--- src/rtl/adsr_pkg.sv ---
// Shared types and helpers for the ADSR envelope block.
package adsr_pkg;

  // ADSR phase encoding, visible on the state output.
  typedef enum logic [2:0] {
    IDLE    = 3'd0,
    ATTACK  = 3'd1,
    DECAY   = 3'd2,
    SUSTAIN = 3'd3,
    RELEASE = 3'd4
  } adsr_state_e;

  // Full-scale envelope level for a given envelope width.
  function automatic logic [63:0] env_max(input int unsigned envsize);
    return (64'd1 << envsize) - 64'd1;
  endfunction

endpackage

--- src/rtl/adsr_sat_step.sv ---
// Combinational saturating envelope step: adds a step clamped to an upper
// bound, or subtracts a step clamped to a lower bound. Never wraps.
module adsr_sat_step #(
  parameter int ENVSIZE = 16
) (
  input  logic [ENVSIZE-1:0] val,
  input  logic [ENVSIZE-1:0] step,
  input  logic               sub,
  input  logic [ENVSIZE-1:0] floor_lim,
  input  logic [ENVSIZE-1:0] ceil_lim,
  output logic [ENVSIZE-1:0] res
);

  logic [ENVSIZE:0] sum;
  logic [ENVSIZE:0] diff;

  // One extra bit catches carry (add) or borrow (sub) before clamping.
  always_comb begin
    sum  = {1'b0, val} + {1'b0, step};
    diff = {1'b0, val} - {1'b0, step};
    res  = val;
    if (sub) begin
      if (diff[ENVSIZE] || (diff[ENVSIZE-1:0] < floor_lim)) res = floor_lim;
      else                                                  res = diff[ENVSIZE-1:0];
    end else begin
      if (sum > {1'b0, ceil_lim}) res = ceil_lim;
      else                        res = sum[ENVSIZE-1:0];
    end
  end

endmodule

--- src/rtl/adsr_envelope.sv ---
// ADSR amplitude envelope: steps an envelope level once per sample_tick
// under control of a note gate and scales the oscillator sample by it.
// Latency from sample_tick to out_valid is 2 clocks.
// Optional build macro: ADSR_EXP_RELEASE_EN selects a pseudo-exponential
// release tail ((env >> EXP_SHIFT) + 1 per tick) instead of release_rate.
module adsr_envelope
  import adsr_pkg::*;
#(
  parameter int BITSIZE   = 16,
  parameter int ENVSIZE   = 16,
  parameter int EXP_SHIFT = 8
) (
  input  logic               clk,
  input  logic               reset,
  input  logic               sample_tick,
  input  logic               gate,
  input  logic [ENVSIZE-1:0] attack_rate,
  input  logic [ENVSIZE-1:0] decay_rate,
  input  logic [ENVSIZE-1:0] sustain_level,
  input  logic [ENVSIZE-1:0] release_rate,
  input  logic [BITSIZE-1:0] in,
  output logic [BITSIZE-1:0] out,
  output logic               out_valid,
  output logic [ENVSIZE-1:0] env_level,
  output logic [2:0]         state,
  output logic               busy
);

  localparam logic [ENVSIZE-1:0] ENV_MAX = ENVSIZE'(env_max(ENVSIZE));
  localparam int PW = BITSIZE + ENVSIZE + 1;

  // Signed sample times unsigned level, arithmetic shift floors toward -inf.
  function automatic logic [BITSIZE-1:0] scale(input logic signed [BITSIZE-1:0] s,
                                               input logic [ENVSIZE-1:0]        e);
    logic signed [PW-1:0] prod;
    prod = PW'(s) * PW'($signed({1'b0, e}));
    prod = prod >>> ENVSIZE;
    return prod[BITSIZE-1:0];
  endfunction

  adsr_state_e               state_q, state_d, att_state;
  logic [ENVSIZE-1:0]        env_q, env_d;
  logic                      busy_q, busy_d;
  logic                      vld_p0_q, vld_p0_d;
  logic signed [BITSIZE-1:0] in_p0_q;
  logic [BITSIZE-1:0]        out_q, out_d;
  logic                      out_valid_q, out_valid_d;
  logic [ENVSIZE-1:0]        att_env, dec_env, rel_env, rel_step;

`ifdef ADSR_EXP_RELEASE_EN
  assign rel_step = (env_q >> EXP_SHIFT) + ENVSIZE'(1);
  logic unused_release_rate;
  assign unused_release_rate = ^release_rate;
`else
  assign rel_step = release_rate;
  localparam int unused_exp_shift = EXP_SHIFT;
`endif

  adsr_sat_step #(.ENVSIZE(ENVSIZE)) u_att (
    .val(env_q), .step(attack_rate), .sub(1'b0),
    .floor_lim('0), .ceil_lim(ENV_MAX), .res(att_env)
  );

  adsr_sat_step #(.ENVSIZE(ENVSIZE)) u_dec (
    .val(env_q), .step(decay_rate), .sub(1'b1),
    .floor_lim(sustain_level), .ceil_lim(ENV_MAX), .res(dec_env)
  );

  adsr_sat_step #(.ENVSIZE(ENVSIZE)) u_rel (
    .val(env_q), .step(rel_step), .sub(1'b1),
    .floor_lim('0), .ceil_lim(ENV_MAX), .res(rel_env)
  );

  assign att_state = (att_env == ENV_MAX) ? DECAY : ATTACK;

  // Next-state/envelope decision on each tick; gate release beats level-reached.
  always_comb begin
    state_d = state_q;
    env_d   = env_q;
    if (sample_tick) begin
      case (state_q)
        IDLE: begin
          if (gate) begin
            env_d   = att_env;
            state_d = att_state;
          end else begin
            env_d = '0;
          end
        end
        ATTACK: begin
          if (!gate) begin
            env_d   = rel_env;
            state_d = RELEASE;
          end else begin
            env_d   = att_env;
            state_d = att_state;
          end
        end
        DECAY: begin
          if (!gate) begin
            env_d   = rel_env;
            state_d = RELEASE;
          end else begin
            env_d = dec_env;
            if (dec_env == sustain_level) state_d = SUSTAIN;
          end
        end
        SUSTAIN: begin
          if (!gate) begin
            env_d   = rel_env;
            state_d = RELEASE;
          end else begin
            env_d = sustain_level;
          end
        end
        RELEASE: begin
          if (gate) begin
            env_d   = att_env;
            state_d = att_state;
          end else begin
            env_d = rel_env;
            if (rel_env == '0) state_d = IDLE;
          end
        end
        default: begin
          env_d   = '0;
          state_d = IDLE;
        end
      endcase
    end
    busy_d = (state_d != IDLE);

    // Stage p0 -> output: scale the captured sample by the registered level.
    vld_p0_d    = sample_tick;
    out_valid_d = vld_p0_q;
    out_d       = vld_p0_q ? scale(in_p0_q, env_q) : out_q;
  end

  // Control state, envelope and output registers; reset aborts at once.
  always_ff @(posedge clk or posedge reset) begin
    if (reset) begin
      state_q     <= IDLE;
      env_q       <= '0;
      busy_q      <= 1'b0;
      vld_p0_q    <= 1'b0;
      out_q       <= '0;
      out_valid_q <= 1'b0;
    end else begin
      state_q     <= state_d;
      env_q       <= env_d;
      busy_q      <= busy_d;
      vld_p0_q    <= vld_p0_d;
      out_q       <= out_d;
      out_valid_q <= out_valid_d;
    end
  end

  // Stage p0: capture the oscillator sample alongside the envelope step.
  always_ff @(posedge clk) begin
    if (sample_tick) in_p0_q <= $signed(in);
  end

  assign out       = out_q;
  assign out_valid = out_valid_q;
  assign env_level = env_q;
  assign state     = state_q;
  assign busy      = busy_q;

endmodule

--- config.mk ---
export PLATFORM = sky130hd
export DESIGN_NAME = adsr_envelope
export DESIGN_NICKNAME = d
export VERILOG_FILES = /design/src/rtl/adsr_pkg.sv /design/src/rtl/adsr_sat_step.sv /design/src/rtl/adsr_envelope.sv
export SDC_FILE = /design/constraint.sdc
export NUM_CORES = 1
export LEC_CHECK = 0
export BUFFER_PORTS_ARGS = -buffer_cell sky130_fd_sc_hd__buf_4
export CORE_MARGIN = 2
export CORE_UTILIZATION = 59
export CTS_CLUSTER_SIZE = 8
export DETAILED_ROUTE_END_ITERATION = 8
export HOLD_SLACK_MARGIN = 0.12
export PLACE_DENSITY = 0.88
export SYNTH_ARGS = -nofsm -noshare
export SYNTH_HDL_FRONTEND = slang
export SYNTH_HIERARCHICAL = 1
export SYNTH_SLANG_ARGS = --single-unit
--- constraint.sdc ---
create_clock -name clk -period 5.9 [get_ports clk]
set_input_delay 1.77 -clock clk [delete_from_list [all_inputs] [get_ports clk]]
set_output_delay 1.77 -clock clk [all_outputs]
set_load 0.05 [all_outputs]
==> After elaboration in Yosys (flattened, before gate mapping) <==
Index checks and enable logic that the tools add are counted.
{ "op_classes": {"muxes": 18, "mul": 1, "n_reduce_logical": 6, "n_lt_le_gt_ge": 3, "eq_ne": 6, "addsub": 3} }
{ "op_table": {"columns": ["op", "n"], "rows": [
  ["16-bit two-way mux", 7],
  ["16-bit one-hot mux with 4 select lines", 1],
  ["16-bit by 16-bit subtractor with 17-bit output", 2],
  ["16-bit by 17-bit multiplier with 32-bit output", 1],
  ["3-bit two-way mux", 8],
  ["16-bit by 16-bit adder with 17-bit output", 1],
  ["17-bit by 16-bit > comparator with 1-bit output, second input constant", 1],
  ["16-bit == test", 1],
  ["16-bit == test, second input constant", 1],
  ["16-bit logical NOT", 1],
  ["16-bit by 1-bit < comparator with 1-bit output, second input constant", 1],
  ["16-bit < comparator", 1],
  ["3-bit one-hot mux with 5 select lines", 1],
  ["3-bit by 2-bit == test with 1-bit output, second input constant", 2],
  ["3-bit by 1-bit == test with 1-bit output, second input constant", 1],
  ["3-bit == test, second input constant", 1],
  ["3-bit logical NOT", 1],
  ["3-bit nonzero test", 1],
  ["1-bit logical OR", 2],
  ["2-bit two-way mux", 1],
  ["2-bit OR reduction", 1]
]} }
{ "totals": {"register_bits": 54, "output_inout_bits": 37, "word_cells": 44} }

==> Depth between registers and ports, before layout <==
{ "logic_depth": {"ltp_word": 10, "mapped_depth": 27, "depth_no_buf": 25} }

==> Hierarchy <==
Netlist, hierarchy kept.
{ "modules_own_cells": {"columns": ["mod", "cells_each", "area_each_um2", "instances"], "rows": [
  ["adsr_envelope", 1204, 11020.6, 1],
  ["adsr_sat_step", 404, 2882.8, 3]
]} }

==> Worst setup path before layout <==
OpenSTA, ideal clock, no wires.
{ "synth_path": {"path_type": "reg2reg", "startpoint": "reg env_q[1], in the netlist env_level[1]", "endpoint": "reg out_q[11], in the netlist out[11]", "setup_slack_ns": -0.633, "t_arrival_ns": 6.409, "stages_incl_launch_ff": 20, "path_buffers": 2, "period_less_slack_ns": 6.533, "path_cell_list": "dfrtp_1 clkbuf_1 nor2_1 fa_1 fa_1 fa_1 fa_1 fa_1 inv_1 fa_1 inv_1 ha_1 buf_2 a21o_1 a211oi_2 o211ai_2 a41oi_1 o21bai_1 xor2_1 mux2_2"} }
{ "synth_via": {"elab_chain_cells": 1} }
{ "synth_rtl": {"columns": ["element", "line", "rtl"], "rows": [
  ["start, declared", "adsr_envelope.sv:42", "logic [ENVSIZE-1:0] env_q, env_d;"],
  ["start signal, assigned", "adsr_envelope.sv:150", "env_q <= env_d;"],
  ["16-bit by 17-bit multiplier with 32-bit output", "adsr_envelope.sv:36", "prod = PW'(s) * PW'($signed({1'b0, e}));"],
  ["end signal, assigned", "adsr_envelope.sv:153", "out_q <= out_d;"],
  ["end, declared", "adsr_envelope.sv:46", "logic [BITSIZE-1:0] out_q, out_d;"]
]} }
Every way passes these cells.
A chain may end at the register's enable or synchronous reset.

==> Worst setup path in the final report <==
{ "layout_path": {"startpoint": "reg env_q[6], in the netlist env_level[6]", "endpoint": "reg out_q[10], in the netlist out[10]"} }
The elaborated chain is that of the path after synthesis.

==> impl_metrics.json <==
{
  "cts_tree": "built",
  "synthCells": 2416,
  "fin_ws_ns": -0.304,
  "nNetsFinal": 3522,
  "dieWidth_um": 187,
  "period_share": 1.05,
  "reg2reg_depth": 21,
  "dp_hpwl_um": 50900,
  "period_needed_ns": 6.20,
  "skew_ns": 0.00854,
  "vias": 20300,
  "grt_overflow": 0,
  "start_util": 0.601,
  "ys_async_sr_fraction": 0.704,
  "hold_buffers": 0,
  "die-area_um2": 34800,
  "worstMarginPinSlew_ns": 1.43,
  "clkTransAtPathRegs_ns": 0.08,
  "antenna_found_initial": 0,
  "synth.distinct_cells": 78,
  "grt_max_degree": 39,
  "htree_levels": 2,
  "hold_depth": 1,
  "slew_headroom": 0.0413,
  "grt_usage": 0.352,
  "pre_cts_ws_ns": -0.651,
  "synth.ff_latch_count": 54,
  "synth_top_family_by_area": "adder cells",
  "core_um2": 32700,
  "drv_slew": 0,
  "finalHoldViolations": 0,
  "drive_gt1_frac": 0.258,
  "required_ns": 6.11,
  "vias_per_cell": 6.01,
  "start_kind": "flip-flop",
  "synthAdderAreaFrac": 0.395,
  "hold_class": "reg2reg",
  "ys_seq_area_frac": 0.0728,
  "netlist_area_um2": 19700,
  "antenna_cells": 0,
  "rows": 66,
  "endpoint_kind": "flip-flop",
  "synth_edf_count": 16,
  "numPortBuffers": 120,
  "ant_nets": 0,
  "drt_pass1_iterations": 6,
  "numCtsBuffers": 5,
  "maxCapViolations": 0,
  "status": "finished, violations left",
  "grt_pass1_vias": 20000,
  "insertion_delay_ns": 0.32,
  "wl_um": 67700,
  "synth_compound_area_frac": 0.183,
  "cts_buffer_depth": 2,
  "clkSinkCount": 54,
  "grt.busiest_layer": "met2",
  "grtUsageMet3": 0.0600,
  "route.detailed.drc": 0,
  "rsz0062_at_grt": "yes",
  "detail_route.wl_per_cell_um": 20.0,
  "critical_path_class": "reg2reg",
  "synth-simple-area-share": 0.160,
  "synth.avg_cell_area_um2": 8.14,
  "worst-path-max-fanout": 5,
  "setup_violations": 20,
  "clock.fmax_mhz": 161,
  "yosys_warnings": 6,
  "area_delta_synth_final_pct": 29.5,
  "crit_arrival_ns": 6.41,
  "synthMuxAreaShare": 0.0336,
  "gp_congestion": 1.01,
  "ios": 121,
  "grt_use_met1": 0.445,
  "drtIter0Drc": 2283,
  "synth_ff_type": "dfrtp_1",
  "violations": "setup timing",
  "clockRootBuffer": "clkbuf_16",
  "synth-xor-area-share": 0.0490,
  "grt_pass1_wl_um": 99500,
  "die_y_um": 187,
  "met2_usage": 0.589
}
[Yosys cell counts, types with 11 or more instances]
master,instances,share of area
clkbuf_1,73,0.014
o21ai_1,53,0.013
o211ai_1,22,0.0084
nor4_1,13,0.0041
a31oi_1,16,0.0051
and2_1,123,0.039
and3_1,15,0.0048
o2bb2ai_1,13,0.0058
ha_1,303,0.19
a21oi_1,149,0.038
mux2_2,11,0.0063
nor3_1,14,0.0036
nand2b_1,19,0.0060
a22oi_1,16,0.0061
fa_1,199,0.20
edfxtp_1,16,0.024
buf_2,13,0.0033
o22ai_1,20,0.0064
nand3_1,36,0.0092
a21o_1,39,0.015
nor2b_1,36,0.011
nand2_1,222,0.042
dfrtp_1,38,0.048
xor2_1,37,0.016
xnor2_1,73,0.033
a211o_1,15,0.0067
nand4_1,21,0.0067
o21ai_0,49,0.012
inv_1,416,0.079
mux2i_1,42,0.021
nor2_1,96,0.018
o21bai_1,24,0.0092
a211oi_1,22,0.0084
[area by class of cell]
cell class                      instances  area (um^2)
Clock inverter                          1         6.26
Timing Repair Buffer                  478         3800
Sequential cell                        54         1490
Inverter                              416         1570
Fill cell                            2128         7220
Multi-Input combinational cell       1981        17900
Clock buffer                            7          154
Tap cell                              442          553
[placed cells by master, fill, tap and decap left out, types with 18 or more instances in the layout]
master    count
a21o_1       39
a21oi_1     115
a21oi_2      31
and2_1      110
buf_4       440
buf_6        27
conb_1      140
dfrtp_1      23
fa_1        183
ha_1        274
ha_4         19
inv_1       398
mux2i_1      39
nand2_1     218
nand2b_1     18
nand3_1      33
nand4_1      21
nor2_1       87
nor2b_1      24
o211ai_1     22
o21ai_0      39
o21ai_1      48
o21bai_1     22
o22ai_1      18
xnor2_1      65
xor2_1       36
[through the flow]
| step | cell area [um^2] | std cells | setup TNS, ns | utilization | hold slack (ns) |
|---|---|---|---|---|---|
| CTS | 24200 | 3334 | -0.296 | 0.740 | 0.519 |
| floorplan | 20500 | 2554 | -0.00777 | - | 0.352 |
| finish | 25500 | 3379 | -2.06 | 0.779 | 0.518 |
| global route | 25500 | 3379 | -5.94 | 0.779 | 0.540 |
| global placement | 23500 | 3303 | -6.28 | 0.719 | 0.495 |
| detailed placement | 23500 | 3303 | -10.68 | 0.719 | 0.501 |
[registers in the layout, summed over array words and instances, names as in the netlist]
signal,cells
out,16
busy,1
env_level,16
out_valid,1
state,3
out_valid_d,1
in_p0_q,16
[worst max-delay path, stage by stage (launching register included)]
cell and delay, ns:
dfrtp_4 0.51, buf_4 0.16, and2_1 0.16, fa_1 0.57, inv_1 0.07, fa_1 0.48
fa_1 0.52, inv_1 0.07, fa_1 0.50, fa_1 0.56, inv_2 0.05, fa_1 0.52
inv_2 0.05, ha_4 0.23, a21oi_4 0.16, nand2_1 0.08, a211oi_2 0.31, o211ai_4 0.18
a311o_1 0.42, a21oi_2 0.14, xnor2_1 0.09, mux2_4 0.26
[metal layers]
| metal | vias to the layer above | routed length [um] | part of all wire |
|---|---|---|---|
| li1 | 8966 | - | - |
| met1 | 9690 | 25300 | 0.37 |
| met2 | 1289 | 31700 | 0.47 |
| met3 | 371 | 6540 | 0.097 |
| met4 | 0 | 4250 | 0.063 |
| met5 | - | 0 | 0 |
[worst paths after layout]
kind | startpoint | slack, ns | endpoint
min in group asynchronous | reset | 1.60 | env_level[1]$_DFFE_PP0P_
max reg2reg | env_level[6]$_DFFE_PP0P_ | -0.30 | out[10]$_DFFE_PP0P_
max | env_level[6]$_DFFE_PP0P_ | -0.30 | out[10]$_DFFE_PP0P_
min reg2reg | out[2]$_DFFE_PP0P_ | 0.52 | out[2]$_DFFE_PP0P_
max in group asynchronous | reset | 3.86 | env_level[2]$_DFFE_PP0P_
min | out[2]$_DFFE_PP0P_ | 0.52 | out[2]$_DFFE_PP0P_
[repair_timing]
action                                  in CTS  in global routing
pin swaps                                   43                107
cloned                                       0                  3
endpoints found under the setup margin      31                 35
gates resized for setup                     79                208
buffers inserted                            23                 46
[cell families after synthesis]
group                      count (synthesis)
and+or+nand+nor                          633
AOI/OAI and AO/OA                        533
buffers and inverters                    519
adders and majority gates                502
xor gates and xnor gates                 110
muxes                                     63
DFF                                       54
other                                      2
Power is left out: the tool's default activity adds up to more than one toggle a clock period on the data nets, which glitch-free logic cannot reach.
